$ cat src/rtl/pc_pkg.sv
// pc_pkg: shared types for the fetch PC generator.
// State enum, next-PC source enum, default reset vector.
package pc_pkg;

  localparam logic [31:0] PC_RESET_VECTOR = 32'h0000_3000;

  typedef enum logic [1:0] {
    PC_BOOT,
    PC_RUN,
    PC_HALTED
  } pc_state_e;

  typedef enum logic [2:0] {
    SRC_TRAP,
    SRC_REDIRECT,
    SRC_RAS,
    SRC_SEQ,
    SRC_HOLD
  } pc_src_e;

endpackage

$ cat src/rtl/pc_gen_if.sv
// pc_gen_if: fetch handshake between the PC generator and fetch.
// master drives fetch_valid/fetch_pc; slave returns fetch_ready.
interface pc_gen_if #(
  parameter int unsigned XLEN = 32
);
  logic            fetch_valid;
  logic            fetch_ready;
  logic [XLEN-1:0] fetch_pc;

  modport master (
    output fetch_valid,
    output fetch_pc,
    input  fetch_ready
  );

  modport slave (
    input  fetch_valid,
    input  fetch_pc,
    output fetch_ready
  );
endinterface

$ cat src/rtl/pc_ras.sv
// pc_ras: circular return-address stack with occupancy count.
// Ports: clk, rstn, push_i/push_addr_i, pop_i, top_o, empty_o.
module pc_ras #(
  parameter int unsigned XLEN  = 32,
  parameter int unsigned DEPTH = 4
) (
  input  logic            clk,
  input  logic            rstn,
  input  logic            push_i,
  input  logic [XLEN-1:0] push_addr_i,
  input  logic            pop_i,
  output logic [XLEN-1:0] top_o,
  output logic            empty_o
);

  localparam int unsigned PW = $clog2(DEPTH);
  localparam logic [PW:0] FULL = (PW+1)'(DEPTH);
  localparam logic [PW:0] C1 = (PW+1)'(1);
  localparam logic [PW-1:0] P1 = PW'(1);

  logic [XLEN-1:0] mem_q [DEPTH];
  logic [PW-1:0]   ptr_q, ptr_d, top_idx, wr_idx;
  logic [PW:0]     cnt_q, cnt_d;
  logic            wr_en, pop_ok;

  // ptr_q is the next free slot; the top sits just below it
  assign top_idx = ptr_q - P1;
  assign top_o   = mem_q[top_idx];
  assign empty_o = (cnt_q == '0);
  assign pop_ok  = pop_i && !empty_o;

  always_comb begin
    ptr_d  = ptr_q;
    cnt_d  = cnt_q;
    wr_en  = 1'b0;
    wr_idx = ptr_q;
    priority case (1'b1)
      // pop sees the old top, push reuses its slot
      push_i && pop_ok: begin
        wr_en  = 1'b1;
        wr_idx = top_idx;
      end
      push_i: begin
        wr_en = 1'b1;
        ptr_d = ptr_q + P1;
        cnt_d = (cnt_q == FULL) ? cnt_q : cnt_q + C1;
      end
      pop_ok: begin
        ptr_d = top_idx;
        cnt_d = cnt_q - C1;
      end
      default: ;
    endcase
  end

  always_ff @(posedge clk) begin
    if (!rstn) begin
      ptr_q <= '0;
      cnt_q <= '0;
    end else begin
      ptr_q <= ptr_d;
      cnt_q <= cnt_d;
    end
  end

  always_ff @(posedge clk) begin
    if (wr_en) mem_q[wr_idx] <= push_addr_i;
  end

endmodule

$ cat src/rtl/pc_gen.sv
// pc_gen: fetch PC register with trap/redirect/RAS/sequential update
// and BOOT/RUN/HALTED control. Fetch handshake via pc_gen_if.master;
// misalign pulses after a misaligned load. Return stack under PC_RAS_EN.
module pc_gen
  import pc_pkg::*;
#(
  parameter int unsigned     XLEN         = 32,
  parameter logic [XLEN-1:0] RESET_VECTOR = XLEN'(PC_RESET_VECTOR),
  parameter int unsigned     INST_BYTES   = 4,
  parameter int unsigned     RAS_DEPTH    = 4
) (
  input  logic            clk,
  input  logic            rstn,
  pc_gen_if.master        fetch,
  input  logic            stall,
  input  logic            redirect_valid,
  input  logic [XLEN-1:0] redirect_target,
  input  logic            trap_valid,
  input  logic [XLEN-1:0] trap_vector,
  input  logic            halt_req,
  output logic            misalign,
  input  logic            ras_push,
  input  logic [XLEN-1:0] ras_push_addr,
  input  logic            ras_pop,
  output logic            ras_empty
);

  localparam logic [XLEN-1:0] STEP = XLEN'(INST_BYTES);
  localparam logic [XLEN-1:0] LOW  = XLEN'(INST_BYTES - 1);

  pc_state_e       state_q, state_d;
  pc_src_e         src;
  logic [XLEN-1:0] pc_q, pc_d;
  logic [XLEN-1:0] tgt, ras_top;
  logic            mis_q, mis_d;
  logic            run, load;

  assign run               = (state_q == PC_RUN);
  assign fetch.fetch_valid = run;
  assign fetch.fetch_pc    = pc_q;
  assign misalign          = mis_q;

`ifdef PC_RAS_EN
  pc_ras #(
    .XLEN  (XLEN),
    .DEPTH (RAS_DEPTH)
  ) u_ras (
    .clk         (clk),
    .rstn        (rstn),
    .push_i      (run && ras_push),
    .push_addr_i (ras_push_addr),
    .pop_i       (src == SRC_RAS),
    .top_o       (ras_top),
    .empty_o     (ras_empty)
  );
`else
  logic unused_ras;
  assign unused_ras = ^{ras_push, ras_pop, ras_push_addr};
  assign ras_top    = '0;
  assign ras_empty  = 1'b1;
`endif

  always_comb begin
    src = SRC_HOLD;
    priority case (1'b1)
      trap_valid:                     src = SRC_TRAP;
      run && redirect_valid:          src = SRC_REDIRECT;
      run && ras_pop && !ras_empty:   src = SRC_RAS;
      run && fetch.fetch_ready
          && !stall:                  src = SRC_SEQ;
      default:                        src = SRC_HOLD;
    endcase
  end

  always_comb begin
    tgt  = '0;
    load = 1'b0;
    unique case (src)
      SRC_TRAP:     begin tgt = trap_vector;     load = 1'b1; end
      SRC_REDIRECT: begin tgt = redirect_target; load = 1'b1; end
      SRC_RAS:      begin tgt = ras_top;         load = 1'b1; end
      default:      ;
    endcase
  end

  always_comb begin
    pc_d  = pc_q;
    mis_d = 1'b0;
    if (load) begin
      // misaligned targets still load, with low bits cleared
      pc_d  = tgt & ~LOW;
      mis_d = |(tgt & LOW);
    end else if (src == SRC_SEQ) begin
      pc_d = pc_q + STEP;
    end
  end

  always_comb begin
    state_d = state_q;
    unique case (state_q)
      PC_BOOT:   state_d = PC_RUN;
      PC_RUN:    if (halt_req) state_d = PC_HALTED;
      PC_HALTED: if (trap_valid) state_d = PC_RUN;
      default:   state_d = PC_BOOT;
    endcase
  end

  always_ff @(posedge clk) begin
    if (!rstn) begin
      state_q <= PC_BOOT;
      pc_q    <= RESET_VECTOR;
      mis_q   <= 1'b0;
    end else begin
      state_q <= state_d;
      pc_q    <= pc_d;
      mis_q   <= mis_d;
    end
  end

endmodule

$ cat src/flat_wrapper.sv
// flat-port wrapper written by rule: the top's interface ports become plain ports
module pc_gen_flat import pc_pkg::*;
#(
  parameter int unsigned     XLEN         = 32,
  parameter logic [XLEN-1:0] RESET_VECTOR = XLEN'(PC_RESET_VECTOR),
  parameter int unsigned     INST_BYTES   = 4,
  parameter int unsigned     RAS_DEPTH    = 4
)
  (clk, rstn, stall, redirect_valid, redirect_target, trap_valid, trap_vector, halt_req, misalign, ras_push, ras_push_addr, ras_pop, ras_empty, fetch_fetch_valid, fetch_fetch_pc, fetch_fetch_ready);
  pc_gen_if #(.XLEN(XLEN)) fetch_i ();
  input  logic clk;
  input  logic rstn;
  input  logic stall;
  input  logic redirect_valid;
  input  logic [XLEN-1:0] redirect_target;
  input  logic trap_valid;
  input  logic [XLEN-1:0] trap_vector;
  input  logic halt_req;
  output logic misalign;
  input  logic ras_push;
  input  logic [XLEN-1:0] ras_push_addr;
  input  logic ras_pop;
  output logic ras_empty;
  output wire logic [$bits(fetch_i.fetch_valid)-1:0] fetch_fetch_valid;
  output wire logic [$bits(fetch_i.fetch_pc)-1:0] fetch_fetch_pc;
  input wire logic [$bits(fetch_i.fetch_ready)-1:0] fetch_fetch_ready;
  assign fetch_fetch_valid = fetch_i.fetch_valid;
  assign fetch_fetch_pc = fetch_i.fetch_pc;
  assign fetch_i.fetch_ready = fetch_fetch_ready;
  pc_gen #(.XLEN(XLEN), .RESET_VECTOR(RESET_VECTOR), .INST_BYTES(INST_BYTES), .RAS_DEPTH(RAS_DEPTH)) u_core (.clk(clk), .rstn(rstn), .fetch(fetch_i), .stall(stall), .redirect_valid(redirect_valid), .redirect_target(redirect_target), .trap_valid(trap_valid), .trap_vector(trap_vector), .halt_req(halt_req), .misalign(misalign), .ras_push(ras_push), .ras_push_addr(ras_push_addr), .ras_pop(ras_pop), .ras_empty(ras_empty));
endmodule
$ cat config.mk
export PLATFORM = sky130hd
export DESIGN_NAME = pc_gen_flat
export DESIGN_NICKNAME = d
export VERILOG_FILES = /design/src/rtl/pc_pkg.sv /design/src/rtl/pc_gen_if.sv /design/src/rtl/pc_ras.sv /design/src/rtl/pc_gen.sv /design/src/flat_wrapper.sv
export SDC_FILE = /design/constraint.sdc
export NUM_CORES = 1
export LEC_CHECK = 0
export BUFFER_PORTS_ARGS = -buffer_cell sky130_fd_sc_hd__buf_2
export CAP_MARGIN = 40
export CORE_MARGIN = 2
export CORE_UTILIZATION = 40
export DETAILED_ROUTE_END_ITERATION = 8
export GPL_TIMING_DRIVEN = 1
export HOLD_SLACK_MARGIN = 0.15
export PLACE_DENSITY = 0.77
export SLEW_MARGIN = 25
export SYNTH_ARGS = -nofsm -noshare
export SYNTH_HDL_FRONTEND = slang
export SYNTH_SLANG_ARGS = --single-unit
$ cat constraint.sdc
create_clock -name clk -period 1.6 [get_ports clk]
set_input_delay 0.16 -clock clk [delete_from_list [all_inputs] [get_ports clk]]
set_output_delay 0.16 -clock clk [all_outputs]
set_load 0.05 [all_outputs]
==> impl_metrics.yaml <==
sta:
  final-hold-violation-count: 0
  slew_violations: 0
  setup_viol: 2
  fin_ws_ps: -64.62
  min_period_ps: 1665
  clock.fmax_ghz: 0.6007
  whs_ps: 155.8
  rsz0062_at_grt: "true"
  min_period_over_period: 1.040
  clock-skew-final_ps: 10.43
yosys:
  synth_edf_count: 0
  synth_area_leader_cell: "dfxtp_1"
  syn-instance-count: 316
  ys_seq_area_frac: 0.2775
  synth_top_area_frac: 0.2775
  post_synth_num_cell_types: 64
  async_reset_ff_frac: 0
  netlist_area_mm2: 0.002381
  yosys_warnings: 0
  ys_ff_latch: 33
  syn_area_per_cell_um2: 7.535
  synthFlopType: "dfxtp_1"
  ys_top_cells_by_area: "dfxtp_1, nand2_1, a21oi_1, o21ai_0, and3_1"
clock_tree:
  numCtsBuffers: 5
  cts_htree_levels: 2
  clkSlewWorstSetupHoldPaths_ps: 70
  cts_tree: "done"
  ctsRootBufferMaster: "clkbuf_8"
  cts.sinks: 33
  clock_latency_ps: 300
  cts_buffer_depth: 2
placement:
  dp_hpwl_um: 6637
  dp.cells: 529
  io_buffers: 102
  gp_congestion: 0.9220
hold_path:
  whs_path_depth: 3
  hold_end: "u_core.fetch.fetch_pc[7]"
  hold_path_class: "in2reg"
  hp-start: "redirect_target[7]"
die:
  die_w_um: 81.15
  die_h_um: 81.15
  initial_core_util: 0.4070
  die-area_mm2: 0.006585
  core_area_mm2: 0.005851
  rows: 28
  io_pins: 140
grt:
  antenna_found_initial: 0
  grt_pass1_wl_um: 13590
  grt_usage: 0.2664
  grt_start_max_net_pins: 23
  overflow: 0
  grt_pass1_vias: 3018
critical_path:
  rr_worst_depth: 7
  cp_slowest_cell: "nor4_4"
  worstPathCellList: "nand4_4 -> buf_6 -> nor4_4 -> buf_4 -> a311oi_1 -> a41oi_1 -> o21ai_1"
  r2r-end: "u_core.fetch.fetch_pc[29]"
  worstSetupEndpointType: "flip-flop"
  crit_required_ps: 1780
  reg2reg_from: "u_core.fetch.fetch_pc[13]"
  path_max_fanout: 4
  slowest_delay_ps: 390
  regToRegSetupSlack_ps: -60
  cp_num_buf_inv: 2
  arrival_ps: 1850
  crit_family: "simple AND/OR/NAND/NOR gates"
  path_class: "reg2reg"
  critPathLaunchType: "flip-flop"
route:
  routedWlPerCell_um: 17.58
  drtIter0Drc: 398
  antenna_left: 0
  routed_wl_um: 9667
  viasPerCell: 6.084
  vias: 3346
  first_pass_iters: 5
  drc: 0
power_and_ir_drop:
  cellLeakagePower_nw: 1.795
  powerDensity_mw_per_mm2: 647.5
  ir_worst_vdd_mv: 0.4208
layout:
  drive_above_1_share: 0.5242
  stdcell_count: 550
  diodes: 0
  area_growth_pct: 63.43
  final_nets: 580
outcome:
  violations: "negative setup slack"
  outcome: "complete, but fails checks"
flow_run:
  maxCapViolCount: 0
## what timing repair did
action | 4_1_cts | 5_1_grt
endpoints found under the hold margin | 4 | 0
gates cloned | 0 | 1
hold buffers | 3 | 0
pin swaps | 6 | 29
gates resized for setup | 12 | 41
buffers inserted | 0 | 9
endpoints found under the setup margin | 13 | 23
## worst min-delay path, cell delays in order
cell and delay (ps):
buf_2 80, a21oi_1 50, a21oi_1 130
## worst max path at each step
stage	from	end	slack [ps]	depth (start not counted)
final	u_core.fetch.fetch_pc[13]	u_core.fetch.fetch_pc[29]	-60	7
after global routing	u_core.fetch.fetch_pc[13]	u_core.fetch.fetch_pc[29]	-190	7
after CTS	u_core.fetch.fetch_pc[13]	u_core.fetch.fetch_pc[24]	-10	6
after detailed placement	u_core.fetch.fetch_pc[2]	u_core.fetch.fetch_pc[26]	-80	6
after global placement	u_core.fetch.fetch_pc[19]	u_core.fetch.fetch_pc[26]	-30	6
after floorplan	u_core.fetch.fetch_pc[13]	u_core.fetch.fetch_pc[31]	-140	7
## state kept, by name (all words and copies together) (netlist names)
signal and cells:
u_core.fetch.fetch_pc 30, u_core.state_q 2, u_core.misalign 1
## cells by family (layout without fill, tap and decap cells)
group	after synthesis	count (layout)	synth area share
AND/OR/NAND/NOR	130	130	0.3137
AO/OA/AOI/OAI	114	114	0.3211
flip-flops	33	33	0.2775
buffers and inverters	32	190	0.06306
other	2	3	0.003154
XOR/XNOR	2	2	0.007358
multiplexers	2	2	0.008933
adder cells (fa/ha/maj)	1	1	0.005254
## metal layers
layer,part of all wire,up-vias,wire length (um),track usage
li1,-,1526,-,-
met1,0.40,1594,3832,0.3165
met2,0.49,195,4727,0.4545
met3,0.079,31,761,0.04667
met4,0.036,0,347,0.1458
met5,0,-,0,0
## synthesized netlist by cell type (3+ instances only)
cell type / n
buf_4: 3
and3_1: 12
dfxtp_1: 33
a31oi_1: 10
buf_2: 9
nand4_1: 11
buf_1: 3
nor3_1: 11
o21ai_0: 22
nand3_1: 15
a22oi_1: 6
a211oi_1: 3
o211ai_1: 4
o21ai_1: 4
nor4_1: 3
o31ai_1: 4
o22ai_1: 5
and2_1: 5
inv_1: 6
and4_1: 3
clkbuf_1: 10
nand2_1: 35
nor2_1: 18
o221ai_1: 4
a311oi_1: 3
a21oi_1: 24
a41oi_1: 3
## metrics by stage
| step | util | area, um2 | worst slack [ps] | power [mW] | TNS [ps] |
|---|---|---|---|---|---|
| finish | 0.6651 | 3891 | -64.62 | 2.520 | -77.84 |
| global route | 0.6651 | 3891 | -189.6 | 2.612 | -707.4 |
| CTS | 0.6198 | 3626 | -9.625 | 2.433 | -10.57 |
| detailed placement | 0.5945 | 3478 | -76.80 | 1.808 | -414.7 |
| global placement | 0.5945 | 3478 | -25.32 | 1.789 | -81.50 |
| floorplan | - | 2515 | -142.8 | 1.472 | -341.8 |
## area by class of cell
class / instances / area (um2)
Multi-Input combinational cell: 252 / 1798
Timing Repair Buffer: 176 / 1159
Fill cell: 480 / 1959
Clock buffer: 8 / 80.08
Sequential cell: 33 / 738.2
Inverter: 6 / 22.52
Tap cell: 75 / 93.84
## power by group
part / total [mW] / leakage [nW] / internal (mW) / switching (mW)
Combinational: 0.933 / 1.47 / 0.364 / 0.568
Clock: 0.636 / 0.0395 / 0.309 / 0.327
Sequential: 0.951 / 0.287 / 0.881 / 0.0694
## cell usage in the layout, fill, tap and decap left out, drive strengths merged, types with 6 or more instances in the layout
master  synthesis  final
inv             6      6
nand2          35     35
clkbuf         10      9
a21oi          24     24
o21ai          26     26
buf            16    172
nand3          15     15
nor2           18     18
a31oi          10     10
dfxtp          33     33
nor3           13     13
a22oi           6      6
nand4          13     13
and3           12     12
Power figures use the tool's default switching activity.
